<file path="src/rtl/inst_enc_pkg.sv">
// Shared types for the RV32I encoder/loader: operation index, instruction formats,
// major opcodes, and the per-operation opcode/funct3/funct7 lookup.
package inst_enc_pkg;

    typedef enum logic [5:0] {
        OP_LUI = 6'd0, OP_AUIPC, OP_JAL, OP_JALR,
        OP_BEQ, OP_BNE, OP_BLT, OP_BGE, OP_BLTU, OP_BGEU,
        OP_LB, OP_LH, OP_LW, OP_LBU, OP_LHU,
        OP_SB, OP_SH, OP_SW,
        OP_ADDI, OP_SLTI, OP_SLTIU, OP_XORI, OP_ORI, OP_ANDI, OP_SLLI, OP_SRLI, OP_SRAI,
        OP_ADD, OP_SUB, OP_SLL, OP_SLT, OP_SLTU, OP_XOR, OP_SRL, OP_SRA, OP_OR, OP_AND,
        OP_ECALL, OP_EBREAK, OP_MRET, OP_WFI,
        OP_CSRRW, OP_CSRRS, OP_CSRRC, OP_CSRRWI, OP_CSRRSI, OP_CSRRCI
    } enc_op_e;

    typedef enum logic [3:0] {
        FMT_R, FMT_I, FMT_S, FMT_B, FMT_U, FMT_J, FMT_SH, FMT_SYS, FMT_CSR, FMT_BAD
    } fmt_e;

    typedef enum logic [1:0] {ST_IDLE, ST_LOAD, ST_FULL} state_e;

    localparam logic [6:0] OPC_LUI    = 7'b0110111;
    localparam logic [6:0] OPC_AUIPC  = 7'b0010111;
    localparam logic [6:0] OPC_JAL    = 7'b1101111;
    localparam logic [6:0] OPC_JALR   = 7'b1100111;
    localparam logic [6:0] OPC_BRANCH = 7'b1100011;
    localparam logic [6:0] OPC_LOAD   = 7'b0000011;
    localparam logic [6:0] OPC_STORE  = 7'b0100011;
    localparam logic [6:0] OPC_OPIMM  = 7'b0010011;
    localparam logic [6:0] OPC_OP     = 7'b0110011;
    localparam logic [6:0] OPC_SYSTEM = 7'b1110011;
    localparam logic [6:0] F7_0       = 7'h00;
    localparam logic [6:0] F7_ALT     = 7'h20;

    typedef struct packed {
        logic [6:0]  opc;
        logic [2:0]  f3;
        logic [6:0]  f7;
        logic [11:0] f12;
        fmt_e        fmt;
    } op_info_t;

    // Indices past the last defined operation fall through to FMT_BAD.
    function automatic op_info_t op_info(input logic [5:0] op);
        op_info_t r;
        r = '{OPC_OP, 3'd0, F7_0, 12'd0, FMT_BAD};
        case (op)
            OP_LUI:    r = '{OPC_LUI,    3'd0, F7_0,   12'd0, FMT_U};
            OP_AUIPC:  r = '{OPC_AUIPC,  3'd0, F7_0,   12'd0, FMT_U};
            OP_JAL:    r = '{OPC_JAL,    3'd0, F7_0,   12'd0, FMT_J};
            OP_JALR:   r = '{OPC_JALR,   3'd0, F7_0,   12'd0, FMT_I};
            OP_BEQ:    r = '{OPC_BRANCH, 3'd0, F7_0,   12'd0, FMT_B};
            OP_BNE:    r = '{OPC_BRANCH, 3'd1, F7_0,   12'd0, FMT_B};
            OP_BLT:    r = '{OPC_BRANCH, 3'd4, F7_0,   12'd0, FMT_B};
            OP_BGE:    r = '{OPC_BRANCH, 3'd5, F7_0,   12'd0, FMT_B};
            OP_BLTU:   r = '{OPC_BRANCH, 3'd6, F7_0,   12'd0, FMT_B};
            OP_BGEU:   r = '{OPC_BRANCH, 3'd7, F7_0,   12'd0, FMT_B};
            OP_LB:     r = '{OPC_LOAD,   3'd0, F7_0,   12'd0, FMT_I};
            OP_LH:     r = '{OPC_LOAD,   3'd1, F7_0,   12'd0, FMT_I};
            OP_LW:     r = '{OPC_LOAD,   3'd2, F7_0,   12'd0, FMT_I};
            OP_LBU:    r = '{OPC_LOAD,   3'd4, F7_0,   12'd0, FMT_I};
            OP_LHU:    r = '{OPC_LOAD,   3'd5, F7_0,   12'd0, FMT_I};
            OP_SB:     r = '{OPC_STORE,  3'd0, F7_0,   12'd0, FMT_S};
            OP_SH:     r = '{OPC_STORE,  3'd1, F7_0,   12'd0, FMT_S};
            OP_SW:     r = '{OPC_STORE,  3'd2, F7_0,   12'd0, FMT_S};
            OP_ADDI:   r = '{OPC_OPIMM,  3'd0, F7_0,   12'd0, FMT_I};
            OP_SLTI:   r = '{OPC_OPIMM,  3'd2, F7_0,   12'd0, FMT_I};
            OP_SLTIU:  r = '{OPC_OPIMM,  3'd3, F7_0,   12'd0, FMT_I};
            OP_XORI:   r = '{OPC_OPIMM,  3'd4, F7_0,   12'd0, FMT_I};
            OP_ORI:    r = '{OPC_OPIMM,  3'd6, F7_0,   12'd0, FMT_I};
            OP_ANDI:   r = '{OPC_OPIMM,  3'd7, F7_0,   12'd0, FMT_I};
            OP_SLLI:   r = '{OPC_OPIMM,  3'd1, F7_0,   12'd0, FMT_SH};
            OP_SRLI:   r = '{OPC_OPIMM,  3'd5, F7_0,   12'd0, FMT_SH};
            OP_SRAI:   r = '{OPC_OPIMM,  3'd5, F7_ALT, 12'd0, FMT_SH};
            OP_ADD:    r = '{OPC_OP,     3'd0, F7_0,   12'd0, FMT_R};
            OP_SUB:    r = '{OPC_OP,     3'd0, F7_ALT, 12'd0, FMT_R};
            OP_SLL:    r = '{OPC_OP,     3'd1, F7_0,   12'd0, FMT_R};
            OP_SLT:    r = '{OPC_OP,     3'd2, F7_0,   12'd0, FMT_R};
            OP_SLTU:   r = '{OPC_OP,     3'd3, F7_0,   12'd0, FMT_R};
            OP_XOR:    r = '{OPC_OP,     3'd4, F7_0,   12'd0, FMT_R};
            OP_SRL:    r = '{OPC_OP,     3'd5, F7_0,   12'd0, FMT_R};
            OP_SRA:    r = '{OPC_OP,     3'd5, F7_ALT, 12'd0, FMT_R};
            OP_OR:     r = '{OPC_OP,     3'd6, F7_0,   12'd0, FMT_R};
            OP_AND:    r = '{OPC_OP,     3'd7, F7_0,   12'd0, FMT_R};
            OP_ECALL:  r = '{OPC_SYSTEM, 3'd0, F7_0,   12'h000, FMT_SYS};
            OP_EBREAK: r = '{OPC_SYSTEM, 3'd0, F7_0,   12'h001, FMT_SYS};
            OP_MRET:   r = '{OPC_SYSTEM, 3'd0, F7_0,   12'h302, FMT_SYS};
            OP_WFI:    r = '{OPC_SYSTEM, 3'd0, F7_0,   12'h105, FMT_SYS};
            OP_CSRRW:  r = '{OPC_SYSTEM, 3'd1, F7_0,   12'd0, FMT_CSR};
            OP_CSRRS:  r = '{OPC_SYSTEM, 3'd2, F7_0,   12'd0, FMT_CSR};
            OP_CSRRC:  r = '{OPC_SYSTEM, 3'd3, F7_0,   12'd0, FMT_CSR};
            OP_CSRRWI: r = '{OPC_SYSTEM, 3'd5, F7_0,   12'd0, FMT_CSR};
            OP_CSRRSI: r = '{OPC_SYSTEM, 3'd6, F7_0,   12'd0, FMT_CSR};
            OP_CSRRCI: r = '{OPC_SYSTEM, 3'd7, F7_0,   12'd0, FMT_CSR};
            default:   r = '{OPC_OP,     3'd0, F7_0,   12'd0, FMT_BAD};
        endcase
        return r;
    endfunction

    // True when v[31:lsb] is a pure sign extension (all zeros or all ones).
    function automatic logic imm_fits(input logic [31:0] v, input int unsigned lsb);
        logic [31:0] s;
        s = 32'($signed(v) >>> lsb);
        return (s == '0) || (s == '1);
    endfunction

endpackage

</file>
<file path="src/rtl/inst_encoder_loader_if.sv">
// Symbolic-instruction input stream plus the imem write port of the encoder/loader.
// master = program source / imem side, slave = the loader.
interface inst_encoder_loader_if #(
    parameter int ADDR_W = 10
);
    logic              in_valid;
    logic              in_ready;
    logic              in_last;
    logic [5:0]        in_op;
    logic [4:0]        in_rd;
    logic [4:0]        in_rs1;
    logic [4:0]        in_rs2;
    logic [31:0]       in_imm;
    logic              imem_we;
    logic [ADDR_W-1:0] imem_addr;
    logic [31:0]       imem_wdata;

    modport master (
        output in_valid, in_last, in_op, in_rd, in_rs1, in_rs2, in_imm,
        input  in_ready, imem_we, imem_addr, imem_wdata
    );

    modport slave (
        input  in_valid, in_last, in_op, in_rd, in_rs1, in_rs2, in_imm,
        output in_ready, imem_we, imem_addr, imem_wdata
    );
endinterface

</file>
<file path="src/rtl/inst_encoder_loader_field_packer.sv">
// Packs one symbolic RV32I instruction into its machine word and flags illegal fields.
// Purely combinational; no state, no backpressure.
module inst_field_packer
    import inst_enc_pkg::*;
(
    input  logic [5:0]  i_op,
    input  logic [4:0]  i_rd,
    input  logic [4:0]  i_rs1,
    input  logic [4:0]  i_rs2,
    input  logic [31:0] i_imm,
    output logic [31:0] o_word,
    output logic        o_illegal
);
    op_info_t w_info;

    assign w_info = op_info(i_op);

    always_comb begin
        o_word    = '0;
        o_illegal = 1'b0;
        case (w_info.fmt)
            FMT_R:   o_word = {w_info.f7, i_rs2, i_rs1, w_info.f3, i_rd, w_info.opc};
            FMT_I: begin
                o_word    = {i_imm[11:0], i_rs1, w_info.f3, i_rd, w_info.opc};
                o_illegal = !imm_fits(i_imm, 11);
            end
            FMT_S: begin
                o_word    = {i_imm[11:5], i_rs2, i_rs1, w_info.f3, i_imm[4:0], w_info.opc};
                o_illegal = !imm_fits(i_imm, 11);
            end
            FMT_B: begin
                o_word    = {i_imm[12], i_imm[10:5], i_rs2, i_rs1, w_info.f3,
                             i_imm[4:1], i_imm[11], w_info.opc};
                o_illegal = !imm_fits(i_imm, 12) || i_imm[0];
            end
            FMT_U: begin
                o_word    = {i_imm[31:12], i_rd, w_info.opc};
                o_illegal = |i_imm[11:0];
            end
            FMT_J: begin
                o_word    = {i_imm[20], i_imm[10:1], i_imm[11], i_imm[19:12], i_rd, w_info.opc};
                o_illegal = !imm_fits(i_imm, 20) || i_imm[0];
            end
            FMT_SH: begin
                o_word    = {w_info.f7, i_imm[4:0], i_rs1, w_info.f3, i_rd, w_info.opc};
                o_illegal = |i_imm[31:5];
            end
            FMT_SYS: o_word = {w_info.f12, 13'd0, w_info.opc};
            // rs1 carries either a register or the 5-bit zimm; both land in the same field.
            FMT_CSR: o_word = {i_imm[11:0], i_rs1, w_info.f3, i_rd, w_info.opc};
            default: o_illegal = 1'b1;
        endcase
    end
endmodule

</file>
<file path="src/rtl/inst_encoder_loader.sv">
// Session FSM and imem writer: encodes accepted beats, writes legal words one cycle later.
// in_ready only while loading; a full session holds off the source until start or reset.
module inst_encoder_loader
    import inst_enc_pkg::*;
#(
    parameter int ADDR_W = 10,
    parameter int DEPTH  = 1024,
    parameter int ERR_W  = 8
) (
    input  logic                 clk,
    input  logic                 rst,
    input  logic                 start,
    input  logic [ADDR_W-1:0]    base_addr,
    inst_encoder_loader_if.slave bus,
    output logic                 err_illegal,
    output logic [ERR_W-1:0]     err_count,
    output logic [ADDR_W:0]      words_written,
    output logic                 busy
);
    localparam logic [ADDR_W:0] DEPTH_W = (ADDR_W+1)'(DEPTH);

    state_e              r_state;
    state_e              w_state_nxt;
    logic                w_accept;
    logic                w_illegal;
    logic                w_reaches_depth;
    logic [31:0]         w_word;
    logic [ADDR_W-1:0]   r_addr;
    logic [ADDR_W-1:0]   r_imem_addr;
    logic [31:0]         r_wdata;
    logic                r_we;
    logic                r_err_p;
    logic [ERR_W-1:0]    r_err_cnt;
    logic [ADDR_W:0]     r_words;

    inst_field_packer u_packer (
        .i_op      (bus.in_op),
        .i_rd      (bus.in_rd),
        .i_rs1     (bus.in_rs1),
        .i_rs2     (bus.in_rs2),
        .i_imm     (bus.in_imm),
        .o_word    (w_word),
        .o_illegal (w_illegal)
    );

    assign w_accept        = bus.in_valid && (r_state == ST_LOAD);
    assign w_reaches_depth = !w_illegal && ((r_words + (ADDR_W+1)'(1)) == DEPTH_W);

    always_ff @(posedge clk or posedge rst) begin
        if (rst) r_state <= ST_IDLE;
        else     r_state <= w_state_nxt;
    end

    always_comb begin
        w_state_nxt = r_state;
        case (r_state)
            ST_IDLE: if (start) w_state_nxt = ST_LOAD;
            ST_LOAD: begin
                // in_last wins over the depth limit: the session closes either way.
                if (w_accept && bus.in_last)          w_state_nxt = ST_IDLE;
                else if (w_accept && w_reaches_depth) w_state_nxt = ST_FULL;
            end
            ST_FULL: if (start) w_state_nxt = ST_IDLE;
            default: w_state_nxt = ST_IDLE;
        endcase
    end

    always_ff @(posedge clk or posedge rst) begin
        if (rst) begin
            r_addr      <= '0;
            r_imem_addr <= '0;
            r_wdata     <= '0;
            r_we        <= 1'b0;
            r_err_p     <= 1'b0;
            r_err_cnt   <= '0;
            r_words     <= '0;
        end else begin
            r_we    <= 1'b0;
            r_err_p <= 1'b0;
            if (r_state == ST_IDLE && start) begin
                r_addr    <= base_addr;
                r_err_cnt <= '0;
                r_words   <= '0;
            end else if (w_accept) begin
                if (w_illegal) begin
                    r_err_p <= 1'b1;
                    if (r_err_cnt != {ERR_W{1'b1}}) r_err_cnt <= r_err_cnt + ERR_W'(1);
                end else begin
                    r_we        <= 1'b1;
                    r_imem_addr <= r_addr;
                    r_wdata     <= w_word;
                    r_addr      <= r_addr + ADDR_W'(1);
                    r_words     <= r_words + (ADDR_W+1)'(1);
                end
            end
        end
    end

    assign bus.in_ready   = (r_state == ST_LOAD);
    assign bus.imem_we    = r_we;
    assign bus.imem_addr  = r_imem_addr;
    assign bus.imem_wdata = r_wdata;
    assign err_illegal    = r_err_p;
    assign err_count      = r_err_cnt;
    assign words_written  = r_words;
    assign busy           = (r_state != ST_IDLE);
endmodule

</file>
<file path="src/flat_wrapper.sv">
// flat-port wrapper written by rule: the top's interface ports become plain ports
module inst_encoder_loader_flat import inst_enc_pkg::*;
#(
    parameter int ADDR_W = 10,
    parameter int DEPTH  = 1024,
    parameter int ERR_W  = 8
)
  (clk, rst, start, base_addr, err_illegal, err_count, words_written, busy, bus_in_valid, bus_in_last, bus_in_op, bus_in_rd, bus_in_rs1, bus_in_rs2, bus_in_imm, bus_in_ready, bus_imem_we, bus_imem_addr, bus_imem_wdata);
  inst_encoder_loader_if #(.ADDR_W(ADDR_W)) bus_i ();
  input  logic clk;
  input  logic rst;
  input  logic start;
  input  logic [ADDR_W-1:0] base_addr;
  output logic err_illegal;
  output logic [ERR_W-1:0] err_count;
  output logic [ADDR_W:0] words_written;
  output logic busy;
  input wire logic [$bits(bus_i.in_valid)-1:0] bus_in_valid;
  input wire logic [$bits(bus_i.in_last)-1:0] bus_in_last;
  input wire logic [$bits(bus_i.in_op)-1:0] bus_in_op;
  input wire logic [$bits(bus_i.in_rd)-1:0] bus_in_rd;
  input wire logic [$bits(bus_i.in_rs1)-1:0] bus_in_rs1;
  input wire logic [$bits(bus_i.in_rs2)-1:0] bus_in_rs2;
  input wire logic [$bits(bus_i.in_imm)-1:0] bus_in_imm;
  output wire logic [$bits(bus_i.in_ready)-1:0] bus_in_ready;
  output wire logic [$bits(bus_i.imem_we)-1:0] bus_imem_we;
  output wire logic [$bits(bus_i.imem_addr)-1:0] bus_imem_addr;
  output wire logic [$bits(bus_i.imem_wdata)-1:0] bus_imem_wdata;
  assign bus_i.in_valid = bus_in_valid;
  assign bus_i.in_last = bus_in_last;
  assign bus_i.in_op = bus_in_op;
  assign bus_i.in_rd = bus_in_rd;
  assign bus_i.in_rs1 = bus_in_rs1;
  assign bus_i.in_rs2 = bus_in_rs2;
  assign bus_i.in_imm = bus_in_imm;
  assign bus_in_ready = bus_i.in_ready;
  assign bus_imem_we = bus_i.imem_we;
  assign bus_imem_addr = bus_i.imem_addr;
  assign bus_imem_wdata = bus_i.imem_wdata;
  inst_encoder_loader #(.ADDR_W(ADDR_W), .DEPTH(DEPTH), .ERR_W(ERR_W)) u_core (.clk(clk), .rst(rst), .start(start), .base_addr(base_addr), .bus(bus_i), .err_illegal(err_illegal), .err_count(err_count), .words_written(words_written), .busy(busy));
endmodule
</file>
<file path="config.mk">
export PLATFORM = sky130hd
export DESIGN_NAME = inst_encoder_loader_flat
export DESIGN_NICKNAME = d
export VERILOG_FILES = /design/src/rtl/inst_enc_pkg.sv /design/src/rtl/inst_encoder_loader_if.sv /design/src/rtl/inst_encoder_loader_field_packer.sv /design/src/rtl/inst_encoder_loader.sv /design/src/flat_wrapper.sv
export SDC_FILE = /design/constraint.sdc
export NUM_CORES = 1
export LEC_CHECK = 0
export ABC_AREA = 1
export CORE_UTILIZATION = 45
export DETAILED_ROUTE_END_ITERATION = 10
export GPL_TIMING_DRIVEN = 0
export PLACE_DENSITY = 0.82
export SLEW_MARGIN = 40
export SYNTH_ARGS = -nofsm -noshare
export SYNTH_HDL_FRONTEND = slang
export SYNTH_SLANG_ARGS = --single-unit
export TNS_END_PERCENT = 10
</file>
<file path="constraint.sdc">
create_clock -name clk -period 4.4 [get_ports clk]
set_input_delay 0.66 -clock clk [delete_from_list [all_inputs] [get_ports clk]]
set_output_delay 0.66 -clock clk [all_outputs]
set_load 0.01 [all_outputs]
</file>
== After elaboration in Yosys (flattened, before gate mapping) ==
Memories as Yosys holds them, arrays and structs flattened.
Cells that the tools add are included.

* Register bits after elaboration: 75
* ROM bits: 1,152
* Input bits: 68
* Word-level logic and storage cells: 88
* Memories kept: 1

* $add $sub $neg: 3
* Equality and inequality tests: 19
* Muxes and demuxes: 23
* Bitwise gates (word level): 2
* Reductions and logical operators: 32

{| class="wikitable"
|+ Memory list
! name !! depth !! width !! read ports !! clocked after memory_dff !! write ports !! RTL line !! RTL
|-
| (no name shown) || 64 || 18 || 1 || 0 || 0 || inst_enc_pkg.sv:47 || <nowiki>case (op)</nowiki>
|}

{| class="wikitable"
|+ Operator list
! operator !! count
|-
| case mux 32 bit (8 select lines) || 1
|-
| equality test 32 bit, second input constant || 3
|-
| logical NOT 32 bit || 3
|-
| two-way mux 11 bit || 3
|-
| two-way mux 8 bit || 4
|-
| two-way mux 10 bit || 3
|-
| OR reduction 27 bit || 1
|-
| equality test 4 x 3 -> 1 bit, second input constant || 4
|-
| OR reduction 12 bit || 1
|-
| adder 11 x 1 -> 11 bit, second input constant || 1
|-
| equality test 11 bit, second input constant || 1
|-
| adder 10 x 1 -> 10 bit, second input constant || 1
|-
| AND reduction 3 bit || 3
|-
| adder 8 x 1 -> 8 bit, second input constant || 1
|-
| equality test 4 x 2 -> 1 bit, second input constant || 2
|-
| two-way mux 2 bit || 4
|-
| inequality test 8 bit, second input constant || 1
|-
| nonzero test 2 bit || 4
|-
| two-way mux 1 bit || 6
|-
| inequality test 2 bit, second input constant || 3
|-
| case mux 1 bit (6 select lines) || 1
|-
| case mux 2 bit (3 select lines) || 1
|-
| logical AND 1 bit || 5
|-
| logical OR 1 bit || 5
|-
| 12 further kinds || 17
|}

== Depth between registers and ports, before layout ==
Gate-level depths: netlist (run 1).

* Word-level depth: 11
* Mapped depth: 20

== Modules after synthesis ==
A second synthesis (run 1) with hierarchy kept.

* Cells, all modules: 854
* Area, all modules: 5,539.1 µm²

{| class="wikitable"
|+ Modules (own cells, without submodules)
! module !! instances !! cells each !! area each (µm²) !! sequential area each (µm²)
|-
| inst_encoder_loader || 1 || 417 || 3,400.8 || 1,876.8
|-
| inst_field_packer || 1 || 437 || 2,138.3 || 0.0
|}

== Least setup slack after synthesis (run 1) ==
OpenSTA, ideal clock, no wires.

* Path kind: input-to-reg
* From: in bus_in_op[0]
* To: reg u_core.r_words[0] (netlist: u_core.words_written[0])
* Arrival time: 2,368 ps
* Path slack: 1,896 ps
* Stages on the path: 14
* Cells stage by stage: inv_1 -> ha_1 -> o21ai_2 -> nand3_1 -> nand3_1 -> nor2_2 -> nand2_1 -> a21oi_2 -> nor2_2 -> nand3_2 -> buf_6 -> buf_2 -> nand3_1 -> o21ai_0

* Word-level cells in the longest chain between the ends: 6
* Elaborated cells on any way between the ends: 15

{| class="wikitable"
|+ RTL lines
! what !! RTL line !! RTL
|-
| start, declared || flat_wrapper.sv:20 || <nowiki>input wire logic [$bits(bus_i.in_op)-1:0] bus_in_op;</nowiki>
|-
| memory (64 x 18 bit) * || n/a ||
|-
| equality test 4 bit, or another cell as far along || inst_encoder_loader_field_packer.sv:21 || <nowiki>case (w_info.fmt)</nowiki>
|-
| OR reduction 3 bit (no line) / OR reduction 2 bit (equally long branches) || n/a ||
|-
| case mux 1 bit (6 select lines) * || inst_encoder_loader_field_packer.sv:21 ||
|-
| inequality test 2 bit (no line) * || n/a ||
|-
| AND reduction 2 bit (no line) * || n/a ||
|-
| end signal, assigned || inst_encoder_loader.sv:93 || <nowiki>r_words <= r_words + (ADDR_W+1)'(1);</nowiki>
|-
| end, declared || inst_encoder_loader.sv:34 || <nowiki>logic [ADDR_W:0] r_words;</nowiki>
|}

Mark *: on every way between the ends. The rest lies on a longest branch, timed or not.
A chain may end at the register's enable or synchronous reset.

== Worst setup path in the final report (run 1) ==
* From: in bus_in_op[1]
* To: reg u_core.r_wdata[17] (netlist: u_core.bus.imem_wdata[17])

* Word-level cells in the longest chain between the ends: 6
* Elaborated cells on any way between the ends: 17

{| class="wikitable"
|+ RTL lines
! what !! RTL line !! RTL
|-
| memory (64 x 18 bit) * || n/a ||
|-
| equality test 4 bit, or another cell as far along || inst_encoder_loader_field_packer.sv:21 ||
|-
| OR reduction 3 bit (no line) / OR reduction 2 bit (equally long branches) || n/a ||
|-
| case mux 1 bit (6 select lines) || inst_encoder_loader_field_packer.sv:21 ||
|-
| NOT 1 bit (no line) || n/a ||
|-
| AND reduction 3 bit (no line) || n/a ||
|-
| end signal, assigned || inst_encoder_loader.sv:91 || <nowiki>r_wdata <= w_word;</nowiki>
|-
| end, declared || inst_encoder_loader.sv:30 || <nowiki>logic [31:0] r_wdata;</nowiki>
|}

Marked as above.

==> flow_summary.ini, run 1 <==
[synth]
synth_nets = 764
netlist_instances = 687
synth_area_leaders = dfrtp_1 (38%), nand2_1 (16%), nand3_1 (6.8%)
yosys.area.top_type = dfrtp_1
yosysSeqAreaShare = 0.381
synth_cell_types = 40
ys.warnings.count = 0
avgSynthCellArea_um2 = 7.07
synth_area_um2 = 4860
ys_ff_latch = 74
synth_top_area_frac = 0.381

[timing]
fin_crit_sh = 0.769
hold_viol_final = 0
max_slew_margin = 0.487
rsz0062_at_grt = false
tightest_slew_ns = 0.761
fmax_mhz = 296
setup_violations = 0
finClkSkew_ns = 0.00445
finalSetupTns_ns = 0
period_needed_ns = 3.38
maxSlewViolCount = 0

[drt]
wl_per_cell_um = 16.0
wl_um = 15500
drt-initial-drc-count = 325
drc = 0
wl_met3_um = 1130
dr_total_vias = 5328
via_per_inst = 5.49
top_layer = met4
first_pass_iters = 5
wl_met1_um = 6550
met2WireLength_um = 7310
antenna_left = 0

[setup_path]
crit_required_ns = 4.64
startpoint = bus_in_op[1]
rr_endpoint = u_core.r_state[0]$_DFFE_PP0P_
critPathArrivalTime_ns = 3.63
cp.depth = 11
end_kind = register
reg2reg_depth = 11
cp_max_fo = 8
slowest_stage = o21ai_0
slowest_delay_ns = 0.63
critical_path_buf_inv_count = 2
crit_end = u_core.bus.imem_wdata[17]$_DFFE_PP0P_
start_kind = primary input
worstReg2RegStart = u_core.words_written[0]$_DFFE_PP0P_
cp_top_family = compound AO/OA/AOI/OAI gates
crit_type = primary input to register
path_cells = clkdlybuf4s50_1 > inv_1 > ha_1 > o21ai_2 > nand2_1 > nand2_1 > nand2_4 > o21ai_0 > nand3_1 > a22oi_1 > o21ai_0
reg2reg_slack_ns = 2.19

[finish]
area_growth_pct = 35.4
final_nets = 906
layout-drive-gt1-share = 0.0755
insertedDiodeCount = 0

[global_routing]
grt_pass1_vias = 5133
grt_max_degree = 63
antenna_found_initial = 0
grt_pass1_wl_um = 25200
grt-ovfl-total = 0
grt_use_total = 0.284

[power_and_ir_drop]
cellPowerDensity_nw_per_um2 = 442
total_leakage_power_nw = 3.14
vdd_drop_max_uv = 215
p_total_mw = 2.91

[place]
dp_hpwl_um = 11800
io_buffers = 130
gp_congestion = 0.975

[floorplan]
dieArea_um2 = 11200
rows = 37
ios = 133
core_area_um2 = 10400
die_w_um = 106
dieHeight_um = 106
start_util = 0.466

[clocking]
cts_setup_buffers = 0
postCtsResizedCells = 0
numCtsBuffers = 9
cts_tree = built
htreeDepth = 3
clock_sinks = 74
clock_path_buffers = 2
cts_hold_buf = 0
clkSlewWorstSetupHoldPaths_ns = 0.08
ctsRootBufferMaster = clkbuf_8
insertion_delay_ns = 0.35

[run_status]
outcome = complete, no violations

[flow_run]
maxCapViolCount = 0

[min_path]
hold_start = u_core.bus.imem_addr[8]$_DFFE_PP0P_
holdCritPathClass = register to register
-- placed cells by master, fill, tap and decap left out, types with 2 or more instances in the layout --
cell type,n
o21ai_0,66
a21boi_0,2
a21oi_1,12
clkinv_1,2
clkbuf_2,2
xor2_1,21
o211ai_1,2
buf_4,6
nand3_1,66
ha_1,9
o22ai_1,13
clkinv_2,2
clkdlybuf4s50_1,130
buf_2,7
nand2_4,2
or2_2,5
a31oi_1,5
inv_1,66
nor2_2,3
inv_2,5
buf_6,2
bufinv_16,2
inv_6,3
dfrtp_1,74
clkbuf_1,6
buf_8,2
nand2_2,6
nor3_1,14
a22oi_1,11
clkbuf_8,9
nor4_1,3
nor2_1,48
nand2_1,202
nand4_1,13
nor2_4,2
-- worst register-to-register path: stages, from the launching register on --
cell	delay (ns)
dfrtp_1	0.52
ha_1	0.28
nand3_1	0.13
nor3_1	0.20
xor2_1	0.17
inv_1	0.07
nor2_1	0.11
nand3_1	0.07
nor2_1	0.20
nand4_1	0.17
nand2_1	0.11
nand2_1	0.05
-- metrics by stage --
| stage | std cells | cell area [um^2] | utilization | setup slack [ns] | hold slack, ns |
|---|---|---|---|---|---|
| floorplan | 687 | 4860 | - | 1.86 | 0.479 |
| global placement | 953 | 6330 | 0.607 | 0.610 | 0.466 |
| detailed placement | 954 | 6360 | 0.611 | 0.698 | 0.465 |
| CTS | 970 | 6580 | 0.631 | 1.07 | 0.492 |
| global route | 970 | 6580 | 0.631 | 0.768 | 0.506 |
| finish | 970 | 6580 | 0.631 | 1.02 | 0.487 |
-- metal layers --
metal | vias to the layer above | GRT usage
met2 | 241 | 0.467
met5 | - | 0
met1 | 2494 | 0.370
li1 | 2553 | -
met3 | 40 | 0.0421
met4 | 0 | 0.127
-- Yosys cell counts (all sizes together) --
library cell  number
nand2            210
dfrtp             74
inv               73
nand3             67
o21ai             67
nor2              53
xor2              21
buf               17
nor3              14
a21oi             13
nand4             13
o22ai             13
a22oi             11
ha                 9
clkbuf             7
or2                6
a31oi              5
nor4               3
a21boi             2
clkinv             2
o211ai             2
a311oi             1
nor3b              1
o2111ai            1
o31ai              1
o32ai              1
-- area by class of cell --
class,instances,area (um^2)
inverters,75,289
clock buffers,10,128
fillers,949,3840
repair buffers,131,1330
multi-input cells,514,2560
clock inverters,6,87.6
flip-flops and latches,74,1850
well taps,136,170
plain buffers,24,161
-- sequential cells by signal, summed over array words and instances (netlist names) --
register               cells
u_core.bus.imem_wdata     31
u_core.words_written      11
u_core.r_state             2
u_core.bus.imem_we         1
u_core.err_illegal         1
u_core.err_count           8
u_core.r_addr             10
u_core.bus.imem_addr      10
-- where the power goes --
| part | internal, mW | total, mW | switching (mW) |
|---|---|---|---|
| combinational | 0.598 | 1.20 | 0.605 |
| sequential | 0.910 | 1.10 | 0.193 |
| clock | 0.322 | 0.600 | 0.278 |
-- kinds of logic (layout without fill, tap and decap cells) --
| group | count (synthesis) | in the layout | synth area share |
|---|---|---|---|
| simple gates | 367 | 367 | 0.329 |
| compound gates | 117 | 117 | 0.137 |
| buf+inv | 99 | 246 | 0.0917 |
| flops | 74 | 74 | 0.381 |
| xor+xnor | 21 | 21 | 0.0379 |
| fa+ha+maj | 9 | 9 | 0.0232 |
-- worst min path at each step --
stage	slack (ns)	to	depth (start not counted)
detailed placement	0.47	u_core.bus.imem_wdata[21]$_DFFE_PP0P_	2
finish	0.49	u_core.bus.imem_addr[8]$_DFFE_PP0P_	2
floorplan	0.48	u_core.r_addr[8]$_DFFE_PP0P_	2
global route	0.51	u_core.bus.imem_wdata[8]$_DFFE_PP0P_	2
global placement	0.47	u_core.bus.imem_addr[3]$_DFFE_PP0P_	2
CTS	0.49	u_core.bus.imem_wdata[27]$_DFFE_PP0P_	2
(Power assumes the default switching activity.)
==> inputs of run 2 (changes only) <==
- clock period: 4.4 -> 3.4 ns (I/O delays scaled with it)
==> run 2 against run 1 <==
Net effect: critical path depth rose by 4; die area did not move; worst setup slack got worse by 0.79 ns; highest routed layer unchanged; register-to-register slack got worse by 0.99 ns; worst hold slack got worse by 0.049 ns; power rose by 29%; critical endpoint is now u_core.bus.imem_addr[1]$_DFFE_PP0P_; largest power group unchanged; clock power rose by 29%; final area barely moved; via count rose by 0.60%.
==> flow_summary.ini, run 2 (same netlist as run 1, synthesis figures left out) <==
[drt]
antenna_left = 0
drt-initial-drc-count = 334
wl_um = 15500
drc = 0
dr_total_vias = 5360
wl_per_cell_um = 16.0
first_pass_iters = 5
via_per_inst = 5.53

[clocking]
cts_hold_buf = 0
insertion_delay_ns = 0.35
cts_setup_buffers = 0
numCtsBuffers = 9
ctsRootBufferMaster = clkbuf_8
clock_path_buffers = 2
cts_tree = built
clkSlewWorstSetupHoldPaths_ns = 0.08
clock_sinks = 74
htreeDepth = 3
postCtsResizedCells = 0

[floorplan]
rows = 37
core_area_um2 = 10400
start_util = 0.466
die_w_um = 106
ios = 133
dieHeight_um = 106
dieArea_um2 = 11200

[setup_path]
critPathArrivalTime_ns = 3.40
crit_required_ns = 3.62
start_kind = primary input
crit_type = primary input to register
cp_max_fo = 10
end_kind = register

[finish]
fillCellCount = 946
final_cell_mix = nand2_1 (202), clkdlybuf4s50_1 (130), dfrtp_1 (74)
insertedDiodeCount = 0
largest_register_ffs = 31
area_growth_pct = 35.5
finalNonFillerCells = 970
layout-drive-gt1-share = 0.0767
postLayoutCoreUtil = 0.632
final_nets = 906
fin_area_um2 = 6580
layout_commonest_cell = nand2_1

[timing]
finalSetupTns_ns = 0
max_slew_margin = 0.574
fmax_mhz = 315
setup_violations = 0
tightest_slew_ns = 0.637
fin_crit_sh = 0.933
holdWs_ns = 0.438
rsz0062_at_grt = true
maxSlewViolCount = 0
period_needed_ns = 3.17
finClkSkew_ns = 0.00474
setup_slack_ns = 0.227
hold_viol_final = 0

[flow_run]
maxCapViolCount = 0

[place]
dp_hpwl_um = 11800
gp_congestion = 0.975
dpl_worst_slack_ns = -0.152
placed_area_um2 = 6360
io_buffers = 130
placedCellCount = 954

[global_routing]
grt_max_degree = 63
grt_pass1_vias = 5133
grt_use_total = 0.284
grt-ovfl-total = 0
antenna_found_initial = 0
grt_pass1_wl_um = 25200

[power_and_ir_drop]
vdd_drop_max_uv = 278
p_total_mw = 3.76
total_leakage_power_nw = 3.14
cellPowerDensity_nw_per_um2 = 572

[run_status]
outcome = complete, no violations

[min_path]
holdCritPathClass = primary input to async pin
==> run 2: worst max-delay path, cell delays in order <==
cell	delay, ns
clkdlybuf4s50_1	0.56
inv_1	0.12
ha_1	0.23
nand2_1	0.11
nand2_1	0.08
nand3_1	0.17
nand3_1	0.15
nor2_2	0.17
nand2_1	0.21
nand2_1	0.12
nand2_1	0.14
nand3_2	0.14
buf_6	0.15
clkbuf_1	0.38
o21ai_0	0.15
==> run 2: cell type report <==
cell class                      instances  area [um^2]  area share
Clock inverter                          6         87.6      0.0133
Clock buffer                           10          128      0.0194
Sequential cell                        74         1850       0.281
Buffer                                 24          161      0.0245
Inverter                               75          289      0.0439
Multi-Input combinational cell        514         2560       0.390
Tap cell                              136          170      0.0259
Timing Repair Buffer                  131         1330       0.202
==> run 2: report_power, final <==
group	switching (mW)	internal, mW	leakage (nW)	total, mW
Clock	0.357	0.417	0.111	0.774
Sequential	0.250	1.18	0.968	1.43
Combinational	0.785	0.775	2.06	1.56
==> run 2: layer usage <==
metal / global-route usage / share of wire / vias to the layer above
li1: - / - / 2552
met1: 0.370 / 0.43 / 2511
met2: 0.467 / 0.47 / 257
met3: 0.0421 / 0.071 / 40
met4: 0.127 / 0.032 / 0
met5: 0 / 0 / -
==> run 2: worst paths after layout <==
kind | depth (start not counted) | endpoint | from | slack [ns]
max in group asynchronous | 3 | u_core.r_addr[7]$_DFFE_PP0P_ | rst | 2.43
worst min-delay path | 2 | u_core.bus.imem_wdata[13]$_DFFE_PP0P_ | rst | 0.44
min in group clk | 2 | u_core.bus.imem_addr[8]$_DFFE_PP0P_ | u_core.bus.imem_addr[8]$_DFFE_PP0P_ | 0.49
worst min register to register | 2 | u_core.bus.imem_addr[8]$_DFFE_PP0P_ | u_core.bus.imem_addr[8]$_DFFE_PP0P_ | 0.49
worst max-delay path | 15 | u_core.bus.imem_addr[1]$_DFFE_PP0P_ | bus_in_op[1] | 0.23
worst max register to register | 11 | u_core.r_state[0]$_DFFE_PP0P_ | u_core.words_written[0]$_DFFE_PP0P_ | 1.20
==> inputs of run 3 (changes only) <==
- clock period: 3.4 -> 3.2 ns (I/O delays scaled with it)
==> run 3 against run 2 <==
Net effect: clock-buffer cell count unchanged; clock skew about the same; global-route usage unchanged; power increased by 6.5%; clock power increased by 6.5%; largest cell class unchanged; flip-flop and latch count unchanged; final area increased by 0.32%; first-iteration DRC count increased by 9.3%; largest power group unchanged.
==> flow_summary.ini, run 3 (same netlist as run 1, synthesis figures left out) <==
[floorplan]
dieHeight_um = 106
die_w_um = 106
start_util = 0.466
core_area_um2 = 10400
dieArea_um2 = 11200
ios = 133
rows = 37

[clocking]
ctsRootBufferMaster = clkbuf_8
clkSlewWorstSetupHoldPaths_ns = 0.08
htreeDepth = 3
numCtsBuffers = 9
cts_setup_buffers = 0
cts_hold_buf = 0
clock_sinks = 74
cts_tree = built
insertion_delay_ns = 0.36
clock_path_buffers = 2
postCtsResizedCells = 0

[timing]
rsz0062_at_grt = false
tightest_slew_ns = 0.631
max_slew_margin = 0.578
period_needed_ns = 3.00
maxSlewViolCount = 0
fmax_mhz = 333
setup_slack_ns = 0.196
holdWs_ns = 0.408
finClkSkew_ns = 0.00437
setup_violations = 0
hold_viol_final = 0
fin_crit_sh = 0.939

[finish]
insertedDiodeCount = 0
largest_register_ffs = 31
layout-drive-gt1-share = 0.0839
final_cell_mix = nand2_1 (200), clkdlybuf4s50_1 (130), dfrtp_1 (74)
layout_commonest_cell = nand2_1
postLayoutCoreUtil = 0.634
fillCellCount = 946
final_nets = 906
area_growth_pct = 35.9

[power_and_ir_drop]
total_leakage_power_nw = 3.15
vdd_drop_max_uv = 294
cellPowerDensity_nw_per_um2 = 607
p_total_mw = 4.00

[setup_path]
cp_max_fo = 10
crit_type = primary input to register
slowest_stage = clkdlybuf4s50_1
path_cells = clkdlybuf4s50_1 > inv_1 > ha_1 > o21ai_2 > nand3_2 > nand2_1 > nand2_2 > inv_2 > nand2_4 > nand2_1 > nand3_1 > nand2_1 > nand3_2 > nand2_1 > clkbuf_2 > o21ai_0
reg2reg_slack_ns = 1.00
crit_required_ns = 3.43
slowest_delay_ns = 0.56
start_kind = primary input
critPathArrivalTime_ns = 3.23
crit_path_frequent_cell = nand2_1
end_kind = register

[place]
dpl_worst_slack_ns = -0.322
gp_congestion = 0.975
io_buffers = 130
dp_hpwl_um = 11800

[global_routing]
grt_pass1_vias = 5133
antenna_found_initial = 0
grt_most_used_layer = met2
grt_use_total = 0.284
grt-ovfl-total = 0
grt_use_met2 = 0.467
use_met3 = 0.0421
grt_pass1_wl_um = 25200
grt_max_degree = 63
grt_util_met1 = 0.370

[drt]
first_pass_iters = 5
dr_total_vias = 5364
drc = 0
wl_per_cell_um = 16.0
wl_um = 15500
drt-initial-drc-count = 365
antenna_left = 0
via_per_inst = 5.53

[run_status]
outcome = complete, no violations

[min_path]
holdCritPathClass = primary input to async pin

[flow_run]
maxCapViolCount = 0
==> run 3: cell counts in the layout (fill, tap and decap cells not counted) <==
Identical to the previous run, type by type.
==> run 3: final cells by class <==
type | count | area, um^2 | share of cell area
sequential | 74 | 1850 | 0.281
multi-input combinational | 514 | 2580 | 0.391
clock inverter | 6 | 87.6 | 0.0133
tap | 136 | 170 | 0.0258
clock buffer | 10 | 128 | 0.0193
inverter | 75 | 289 | 0.0438
buffer | 24 | 163 | 0.0246
timing repair buffer | 131 | 1330 | 0.201
==> run 3: power by group <==
| group | total, mW | switching (mW) | internal [mW] |
|---|---|---|---|
| sequential | 1.52 | 0.266 | 1.25 |
| combinational | 1.66 | 0.838 | 0.825 |
| clock | 0.824 | 0.381 | 0.443 |
| total | 4.00 | 1.49 | 2.52 |
==> run 3: final timing paths <==
kind / startpoint / end / cells past startpoint
worst min-delay path: rst / u_core.bus.imem_wdata[13]$_DFFE_PP0P_ / 2
worst max register to register: u_core.words_written[0]$_DFFE_PP0P_ / u_core.r_state[0]$_DFFE_PP0P_ / 11
max in group asynchronous: rst / u_core.r_addr[7]$_DFFE_PP0P_ / 3
min in group clk: bus_in_op[5] / u_core.bus.imem_wdata[3]$_DFFE_PP0P_ / 4
worst max-delay path: bus_in_op[1] / u_core.r_addr[7]$_DFFE_PP0P_ / 16
worst min register to register: u_core.bus.imem_addr[8]$_DFFE_PP0P_ / u_core.bus.imem_addr[8]$_DFFE_PP0P_ / 2
==> run 3: critical path: cells and delay by family <==
family,cells,cell delay [ns]
compound gates,2,0.39
fa+ha+maj,1,0.25
buf+inv,4,1.06
simple gates,9,1.05
==> run 3: per-layer routing <==
| metal | up-vias | wire [um] |
|---|---|---|
| met5 | - | 0 |
| met4 | 0 | 472 |
| met3 | 40 | 1100 |
| met2 | 265 | 7330 |
| met1 | 2508 | 6590 |
| li1 | 2551 | - |
==> run 3: per-stage QoR <==
step                instances  cell area (um^2)  TNS (ns)
floorplan                 687              4860         0
finish                    970              6600         0
CTS                       970              6580         0
global route              970              6600         0
detailed placement        954              6360    -14.10
global placement          953              6330    -39.33
